**config.mk**
```make
export PLATFORM = sky130hd
export DESIGN_NAME = wb_pipe_reg
export DESIGN_NICKNAME = d
export VERILOG_FILES = /design/src/rtl/wb_pipe_reg.sv
export SDC_FILE = /design/constraint.sdc
export NUM_CORES = 1
export LEC_CHECK = 0
export CORE_UTILIZATION = 45
export DETAILED_ROUTE_END_ITERATION = 12
export GPL_ROUTABILITY_DRIVEN = 0
export GPL_TIMING_DRIVEN = 0
export PLACE_DENSITY = 0.74
export SYNTH_ARGS = -nofsm -noshare
export SYNTH_HDL_FRONTEND = slang
export SYNTH_SLANG_ARGS = --single-unit
```
**constraint.sdc**
```tcl
create_clock -name clk -period 4.5 [get_ports clk]
set_clock_uncertainty 0.15 [all_clocks]
set_input_delay 0.675 -clock clk [delete_from_list [all_inputs] [get_ports clk]]
set_output_delay 0.675 -clock clk [all_outputs]
set_load 0.05 [all_outputs]
```
**src/rtl/wb_pipe_reg.sv**
```systemverilog
// ----------------------------------------------------------------------------
// wb_pipe_reg
//   Memory -> write-back pipeline stage with a valid/ready handshake.
//   It carries NUM_CH independent write-back channels per entry and holds up
//   to two entries: a main register that drives the outputs and a skid
//   register for the second entry. Back-pressure never drops or duplicates a
//   result, and entries leave in the order they arrived.
//
// Ports
//   clk        : clock, rising edge
//   rst        : asynchronous active-high reset
//   flush      : synchronous discard of all held entries
//   in_valid   : memory stage presents an entry
//   in_ready   : stage can accept an entry this cycle
//   in_we      : per-channel write enable            [NUM_CH]
//   in_waddr   : per-channel destination address    [NUM_CH*ADDR_W]
//   in_data    : per-channel result                 [NUM_CH*DATA_W]
//   out_valid  : entry presented to write-back
//   out_ready  : write-back consumes the entry this cycle
//   out_we     : per-channel write enable, 0 while out_valid=0
//   out_waddr  : destination addresses of the output entry
//   out_data   : results of the output entry
//   occupancy  : number of entries held (0..2)
// ----------------------------------------------------------------------------
module wb_pipe_reg #(
   parameter int unsigned NUM_CH    = 1,
   parameter int unsigned ADDR_W    = 5,
   parameter int unsigned DATA_W    = 32,
   parameter int unsigned ZERO_SUPP = 1
) (
   input  logic                       clk,
   input  logic                       rst,
   input  logic                       flush,
   input  logic                       in_valid,
   output logic                       in_ready,
   input  logic [NUM_CH-1:0]          in_we,
   input  logic [NUM_CH*ADDR_W-1:0]   in_waddr,
   input  logic [NUM_CH*DATA_W-1:0]   in_data,
   output logic                       out_valid,
   input  logic                       out_ready,
   output logic [NUM_CH-1:0]          out_we,
   output logic [NUM_CH*ADDR_W-1:0]   out_waddr,
   output logic [NUM_CH*DATA_W-1:0]   out_data,
   output logic [1:0]                 occupancy
);

   // State encoding equals the number of held entries.
   typedef enum logic [1:0] {
      S_EMPTY = 2'd0,
      S_ONE   = 2'd1,
      S_FULL  = 2'd2
   } state_t;

   state_t                     r_state;
   state_t                     w_state_nxt;

   logic [NUM_CH-1:0]          r_main_we;
   logic [NUM_CH*ADDR_W-1:0]   r_main_waddr;
   logic [NUM_CH*DATA_W-1:0]   r_main_data;
   logic [NUM_CH-1:0]          r_skid_we;
   logic [NUM_CH*ADDR_W-1:0]   r_skid_waddr;
   logic [NUM_CH*DATA_W-1:0]   r_skid_data;

   logic [NUM_CH-1:0]          w_cap_we;
   logic                       w_in_fire;
   logic                       w_out_fire;
   logic                       w_load_main_in;
   logic                       w_load_main_skid;
   logic                       w_load_skid_in;

   // Handshake signals come straight from the state register, so there is
   // no combinational path from any input to any output.
   assign in_ready   = (r_state != S_FULL);
   assign out_valid  = (r_state != S_EMPTY);
   assign occupancy  = r_state;
   assign w_in_fire  = in_valid & in_ready;
   assign w_out_fire = out_valid & out_ready;

   // Register 0 is hard-wired to zero: drop its write enable at capture so
   // the register file never sees a write to it.
   always_comb begin
      w_cap_we = in_we;
      if (ZERO_SUPP != 0) begin
         for (int unsigned i = 0; i < NUM_CH; i++) begin
            w_cap_we[i] = in_we[i] & (in_waddr[i*ADDR_W +: ADDR_W] != '0);
         end
      end
   end

   always_comb begin
      w_state_nxt      = r_state;
      w_load_main_in   = 1'b0;
      w_load_main_skid = 1'b0;
      w_load_skid_in   = 1'b0;
      case (r_state)
         S_EMPTY: begin
            if (w_in_fire) begin
               w_state_nxt    = S_ONE;
               w_load_main_in = 1'b1;
            end
         end
         S_ONE: begin
            if (w_in_fire && w_out_fire) begin
               w_load_main_in = 1'b1;
            end else if (w_in_fire) begin
               w_state_nxt    = S_FULL;
               w_load_skid_in = 1'b1;
            end else if (w_out_fire) begin
               w_state_nxt    = S_EMPTY;
            end
         end
         S_FULL: begin
            // The skid entry is older than anything upstream, so it moves
            // to main before any new input is taken.
            if (w_out_fire) begin
               w_state_nxt      = S_ONE;
               w_load_main_skid = 1'b1;
            end
         end
         default: begin
            w_state_nxt = S_EMPTY;
         end
      endcase
      // Flush overrides everything, including an input offered this cycle.
      if (flush) begin
         w_state_nxt      = S_EMPTY;
         w_load_main_in   = 1'b0;
         w_load_main_skid = 1'b0;
         w_load_skid_in   = 1'b0;
      end
   end

   always_ff @(posedge clk or posedge rst) begin
      if (rst) begin
         r_state <= S_EMPTY;
      end else begin
         r_state <= w_state_nxt;
      end
   end

   always_ff @(posedge clk or posedge rst) begin
      if (rst) begin
         r_main_we    <= '0;
         r_main_waddr <= '0;
         r_main_data  <= '0;
      end else if (w_load_main_in) begin
         r_main_we    <= w_cap_we;
         r_main_waddr <= in_waddr;
         r_main_data  <= in_data;
      end else if (w_load_main_skid) begin
         r_main_we    <= r_skid_we;
         r_main_waddr <= r_skid_waddr;
         r_main_data  <= r_skid_data;
      end
   end

   always_ff @(posedge clk or posedge rst) begin
      if (rst) begin
         r_skid_we    <= '0;
         r_skid_waddr <= '0;
         r_skid_data  <= '0;
      end else if (w_load_skid_in) begin
         r_skid_we    <= w_cap_we;
         r_skid_waddr <= in_waddr;
         r_skid_data  <= in_data;
      end
   end

   // Data flops are not cleared on flush; gating we with valid is enough.
   assign out_we    = r_main_we & {NUM_CH{out_valid}};
   assign out_waddr = r_main_waddr;
   assign out_data  = r_main_data;

endmodule
```
# After elaboration in Yosys (flattened, before gate mapping)
# Cells that the tools add are included.
# classes
bitwise	4
n_mux	23
n_reduce_logical	6
eq_ne	7
# op_table
cell	n
$mux W32	2
$mux W2	6
$mux W1	11
$mux W5	2
$ne A3 B3 Y1 const B	3
$pmux W2 S3	1
$reduce_bool A5 Y1	1
$and A1 B1 Y1	4
$ne A4 B4 Y1 const B	1
$reduce_and A4 Y1	1
$reduce_bool A2 Y1	2
$eq A2 B1 Y1 const B	1
$eq A2 B2 Y1 const B	1
$logic_not A2 Y1	1
$ne A2 B2 Y1 const B	1
$pmux W1 S2	1
$logic_and A1 B1 Y1	1
# totals
word_cells	47
reg_bits	78
out_inout_bits	42
input_bits	43

# Longest topological paths before layout
# Gate-level depths: netlist of run 1.
# logic_depth
word_depth	7
mapped_depth	6
ltp_nobuf	4

# Least setup slack after synthesis of run 1
# Ideal clock, no wire load.
# synth_path
path_type	flip-flop to output port
from	reg r_state[1] (netlist: occupancy[1])
to	out out_we
setup_slack_ns	2.143
t_required_ns	3.675
n_path_buf	0
stages_incl_launch_ff	3
arrival_ns	1.532
path_cell_list	dfrtp_1 > or2_2 > and2_1
# synth_between
elab_chain_cells	2
# synth_rtl
element	line	text
start: declaration	54	state_t r_state;
start signal: assignment	137	r_state <= w_state_nxt;
$reduce_bool A2 Y1	74	assign out_valid = (r_state != S_EMPTY);
via out_valid	39	output logic out_valid,
$and A1 B1 Y1	170	assign out_we = r_main_we & {NUM_CH{out_valid}};
end: declaration	41	output logic [NUM_CH-1:0] out_we,
# The timed path passes the listed nets, and every way through them passes these cells.

# Final worst setup path of run 1
# layout_path
from	reg r_state[0] (netlist: occupancy[0])
to	out out_we
# layout_between
elab_chain_cells	2
# layout_rtl
element	line
$reduce_bool A2 Y1	74
$and A1 B1 Y1	170
# No other way between the ends.

==> results.toml, run 1 <==
[critical_path]
crit_arrival_ps = 1980
worst_r2r_path_depth = 6
max_stage_delay_ps = 690
cp_slowest_cell = "clkdlybuf4s50_1"
cp-end-kind = "output pin"
critPathTopFamily = "buffers and inverters"
reg2reg_slack_ps = 2490
worstSetupPathType = "reg -> out"
crit_required_ps = 3670
cp_max_fo = 7
critPathBufInv = 1
worst-path-stages = 3
path_cells = "or2_2 > and2_1 > clkdlybuf4s50_1"
crit_path_start_kind = "register"

[synthesis]
syn_avg_cell_area_um2 = 12.3
yosys.area.top_type = "dfrtp_1"
synth_top_area_share_pct = 58.8
synthArstFlopShare_pct = 100
postSynthNetCount = 312
ys_dominant_reg_cell = "dfrtp_1"
syn_area_um2 = 3320
synth_cell_types = 24
synth-edff-count = 0
postSynthCellCount = 269
synthTopCellsByArea = "dfrtp_1 59%, mux2_2 13%, mux2i_1 11%, o21ai_0 5.7%, nand2_1 4.3%"
synth_seq_area_share_pct = 58.8
ys_ff_latch = 78
yosys_warnings = 0

[routing]
drt_pass1_iterations = 5
drc = 0
num_vias = 2375
met3WireLength_um = 407
ant_nets = 0
dr.max_layer_used = "met4"
wl_met2_mm = 3.18
wl_per_cell_um = 14.6
wl_mm = 6.83
wl_met1_mm = 3.13
drt_iter0_markers = 92
via_per_inst = 5.10

[floorplanning]
io_pins = 85
start_util_pct = 47.8
die_w_um = 87.9
core_um2 = 6940
die_area_um2 = 7720
rows = 30
die_y_um = 87.9

[cells_and_area]
antenna_cells = 0
nets = 408
fill_cells = 547
area_delta_synth_final_pct = 36.6
regArea_um2 = 1950
final_common_cell = "clkdlybuf4s50_1"
drive_above_1_share_pct = 17.6
multi_input_area_um2 = 1270
final_area_um2 = 4530
mostFrequentLayoutCells = "84 x clkdlybuf4s50_1, 78 x dfrtp_1, 38 x mux2i_1, 38 x nand2_1, 38 x o21ai_0"

[timing]
tns_ps = 0
tightestPinTransition_ps = 529
max_slew_margin_pct = 64.6
rsz0062_at_grt = "false"
setup_viol = 0
fmax_mhz = 357
fin_crit_ps = 2800
fin_crit_sh_pct = 62.2
slew_violations = 0
hold_violations = 0

[global_routing]
antenna_found_initial = 0
first_global_vias = 2374
grt-ovfl-total = 0
grt_max_degree = 47
grt_pass1_wl_mm = 11.3
grt_usage_pct = 19.7

[clock_network]
cts_sinks = 78
clk_path_buf_depth = 2
cts_hold_buffers = 0
htreeDepth = 3
numCtsBuffers = 9
root_buffer = "clkbuf_8"
worst_skew_pair.late_latency_ps = 350
cts.repair.resized = 0
cts_tree = "done"
clkTransAtPathRegs_ps = 80
post-cts-setup-buffers = 0

[run]
maxCapViolCount = 0

[power_and_ir_drop]
powerDensity_nw_per_um2 = 539
ir_drop_uv = 378
p_leak_nw = 2.11

[status]
status = "finished, final reports clean"

[hold_path]
hold-path-cell-count = 2
hold_class = "reg -> reg"

[place]
io_buffer_count = 84
hpwl_mm = 4.71
postPlaceCellArea_um2 = 4310
==> registers in the layout, summed over array words and instances (netlist names) <==
| signal | flops |
|---|---|
| r_skid_waddr | 5 |
| out_data | 32 |
| r_skid_we | 1 |
| r_skid_data | 32 |
| out_waddr | 5 |
| occupancy | 2 |
| r_main_we | 1 |
==> Yosys cell counts, types with 3 or more instances <==
master    count
buf_2         6
dfrtp_1      78
mux2i_1      38
a21oi_1       3
nand2b_1      4
nand2_1      38
nor2_1        3
o21ai_0      38
mux2_2       37
clkbuf_1      8
buf_6         3
==> logic make-up (layout without fill, tap and decap cells) <==
family                 count (synthesis)  in the layout  share of synthesized area [%]
DFF                                   78             78                           58.8
muxes                                 75             75                           24.0
and+or+nand+nor                       53             53                           7.05
AOI/OAI and AO/OA                     45             45                           7.20
buffers and inverters                 18            119                           2.94
==> final timing paths <==
check	start	endpoint
max	occupancy[0]$_DFFE_PP0P_	out_we
min	out_data[26]$_DFFE_PP0P_	out_data[26]$_DFFE_PP0P_
max reg2reg	occupancy[1]$_DFFE_PP0P_	out_data[19]$_DFFE_PP0P_
min reg2reg	out_data[26]$_DFFE_PP0P_	out_data[26]$_DFFE_PP0P_
max in group asynchronous	rst	out_data[3]$_DFFE_PP0P_
min in group asynchronous	rst	r_skid_data[8]$_DFFE_PP0P_
==> worst reg2reg max path: cells and delay by family, from the launching register on <==
kind	cells	cell delay (ps)
simple gates	2	570
mux	1	190
flops	1	450
buf+inv	2	400
compound gates	1	110
==> metal layers <==
metal	vias to the layer above	global-route usage [%]
li1	1128	-
met4	0	7.90
met3	12	5.75
met1	1168	26.1
met5	-	0
met2	67	30.4
==> through the flow <==
step / setup slack, ps / util (%) / std cells / hold WS (ps) / total power (W)
2_1_floorplan: 1680 / - / 269 / 300 / 0.00157
3_3_place_gp: 364 / 61.6 / 449 / 311 / 0.00185
3_5_place_dp: 1770 / 62.1 / 450 / 320 / 0.00188
4_1_cts: 1680 / 65.3 / 466 / 340 / 0.00246
5_1_grt: 1630 / 65.3 / 466 / 368 / 0.00257
6_report: 1700 / 65.3 / 466 / 332 / 0.00244
==> power breakdown <==
part	leakage, nW	internal, W	total (W)	switching, W
registers	0.974	0.000893	0.000993	0.000100
logic	1.03	0.000342	0.000866	0.000523
clock network	0.109	0.000314	0.000583	0.000269
==> area by class of cell <==
| type | instances | area share (%) |
|---|---|---|
| Buffer | 17 | 2.07 |
| Clock buffer | 9 | 2.73 |
| Clock inverter | 7 | 2.18 |
| Inverter | 1 | 0.138 |
| Multi-Input combinational cell | 173 | 28.0 |
| Sequential cell | 78 | 43.1 |
| Tap cell | 96 | 2.65 |
| Timing Repair Buffer | 85 | 19.2 |
Note: power is estimated with default switching activity, not from simulation.
==> inputs of run 2 (changes only) <==
--- a/config.mk
+++ b/config.mk
@@ -5,11 +5,11 @@
 export SDC_FILE = /design/constraint.sdc
 export NUM_CORES = 1
 export LEC_CHECK = 0
-export CORE_UTILIZATION = 45
+export CORE_UTILIZATION = 44
 export DETAILED_ROUTE_END_ITERATION = 12
 export GPL_ROUTABILITY_DRIVEN = 0
 export GPL_TIMING_DRIVEN = 0
-export PLACE_DENSITY = 0.74
+export PLACE_DENSITY = 0.76
 export SYNTH_ARGS = -nofsm -noshare
 export SYNTH_HDL_FRONTEND = slang
 export SYNTH_SLANG_ARGS = --single-unit
==> constraint.sdc (replaced) <==
create_clock -name clk -period 2.4 [get_ports clk]
set_clock_uncertainty 0.15 [all_clocks]
set_input_delay 0.36 -clock clk [delete_from_list [all_inputs] [get_ports clk]]
set_output_delay 0.36 -clock clk [all_outputs]
set_load 0.05 [all_outputs]
==> results.toml, run 2 (synthesis results as in run 1) <==
[clock_network]
post-cts-setup-buffers = 0
root_buffer = "clkbuf_8"
cts_sinks = 78
cts_tree = "done"
numCtsBuffers = 9
worst_skew_pair.late_latency_ps = 350
htreeDepth = 3
clkTransAtPathRegs_ps = 80
clk_path_buf_depth = 2

[global_routing]
grt_max_degree = 41
grt_usage_pct = 19.3
grt-ovfl-total = 0
antenna_found_initial = 0
grt_pass1_wl_mm = 11.1
first_global_vias = 2359

[critical_path]
path_cells = "or2_2 > clkdlybuf4s50_1"
crit_path_start_kind = "register"
cp_slowest_cell = "clkdlybuf4s50_1"
max_stage_delay_ps = 700
reg2reg_to = "out_data[21]$_DFFE_PP0P_"
crit_required_ps = 1890
cp_max_fo = 7
cp-end-kind = "output pin"
crit_start = "occupancy[0]$_DFFE_PP0P_"
worstSetupPathType = "reg -> out"
r2r-start = "occupancy[1]$_DFFE_PP0P_"
crit_end = "out_valid"
crit_arrival_ps = 1830
worst_r2r_path_depth = 6
reg2reg_slack_ps = 340

[floorplanning]
die_y_um = 88.9
die_w_um = 88.9
rows = 31
start_util_pct = 45.8
io_pins = 85
die_area_um2 = 7900
core_um2 = 7250

[place]
hpwl_mm = 4.94
io_buffer_count = 84
pre_cts_ws_ps = -35.3
postPlaceCellArea_um2 = 4310

[power_and_ir_drop]
p_leak_nw = 2.11
finalPower_w = 0.00458
powerDensity_nw_per_um2 = 1010
ir_drop_uv = 489

[cells_and_area]
final_common_cell = "clkdlybuf4s50_1"
final_area_um2 = 4530
mostFrequentLayoutCells = "83 x clkdlybuf4s50_1, 78 x dfrtp_1, 38 x mux2i_1, 38 x nand2_1, 38 x o21ai_0"
fill_cells = 628
area_delta_synth_final_pct = 36.4
nets = 408
drive_above_1_share_pct = 17.6
antenna_cells = 0
multi_input_area_um2 = 1270
regArea_um2 = 1950

[timing]
slew_violations = 0
fmax_mhz = 428
max_slew_margin_pct = 41.1
fin_ws_ps = 63.0
fin_crit_ps = 2340
fin_crit_sh_pct = 97.4
rsz0062_at_grt = "false"
tightestPinTransition_ps = 882
setup_viol = 0
hold_violations = 0

[routing]
drt_pass1_iterations = 4
wl_mm = 7.00
drt_iter0_markers = 38
wl_per_cell_um = 14.9
drc = 0
via_per_inst = 5.07
ant_nets = 0
num_vias = 2379

[run]
maxCapViolCount = 0

[status]
status = "finished, final reports clean"

[hold_path]
hold_class = "reg -> reg"
run 2: cell count changes in the layout (fill, tap and decap cells not counted), sizes merged:
cell / before / now
clkinvlp: 1 / 3
clkdlybuf4s50: 84 / 83
clkbuf: 17 / 18
clkinv: 4 / 2
dlygate4sd2: 0 / 1
inv: 1 / 0
run 2: per-stage QoR:
| stage | hold slack (ps) | TNS (ps) | utilization [%] | cells |
|---|---|---|---|---|
| detailed placement | 320 | -92.6 | 59.4 | 453 |
| global route | 363 | 0 | 62.4 | 469 |
| floorplan | 276 | 0 | - | 269 |
| finish | 332 | 0 | 62.4 | 469 |
| CTS | 337 | 0 | 62.4 | 469 |
| global placement | 312 | 0 | 59.1 | 452 |
run 2: what timing repair did:
action,CTS,global route
hold buffers,0,0
resized for setup,1,0
endpoints found under the setup margin,1,0
run 2: critical path: cells and delay by family, from the launching register on:
family | cells | cell delay [ps]
buffers and inverters | 1 | 700
flip-flops | 1 | 450
AND/OR/NAND/NOR | 1 | 330
run 2: cell type report:
| type | instances | area share [%] |
|---|---|---|
| buffer | 17 | 2.07 |
| tap | 99 | 2.73 |
| multi-input combinational | 173 | 28.0 |
| clock buffer | 10 | 3.04 |
| clock inverter | 6 | 1.88 |
| timing repair buffer | 85 | 19.0 |
| sequential | 78 | 43.1 |
| inverter | 1 | 0.166 |
run 2: power by group:
group	internal [W]	total, W	switching, W	leakage [nW]
logic	0.000639	0.00162	0.000985	1.03
clock network	0.000610	0.00109	0.000477	0.108
registers	0.00168	0.00187	0.000193	0.974
run 2: worst min path at each step:
stage	startpoint	endpoint	slack, ps	cells past startpoint
finish	out_data[0]$_DFFE_PP0P_	out_data[0]$_DFFE_PP0P_	330	2
CTS	out_data[0]$_DFFE_PP0P_	out_data[0]$_DFFE_PP0P_	340	2
global route	out_data[24]$_DFFE_PP0P_	out_data[24]$_DFFE_PP0P_	360	2
global placement	out_data[0]$_DFFE_PP0P_	out_data[0]$_DFFE_PP0P_	310	2
detailed placement	out_data[0]$_DFFE_PP0P_	out_data[0]$_DFFE_PP0P_	320	2
floorplan	flush	occupancy[0]$_DFFE_PP0P_	280	1
run 2: per-layer routing:
layer	global-route usage [%]	vias to the layer above	part of all wire (%)
li1	-	1123	-
met1	24.7	1172	43
met2	31.4	72	49
met3	4.10	12	6.1
met4	9.09	0	1.8
met5	0	-	0
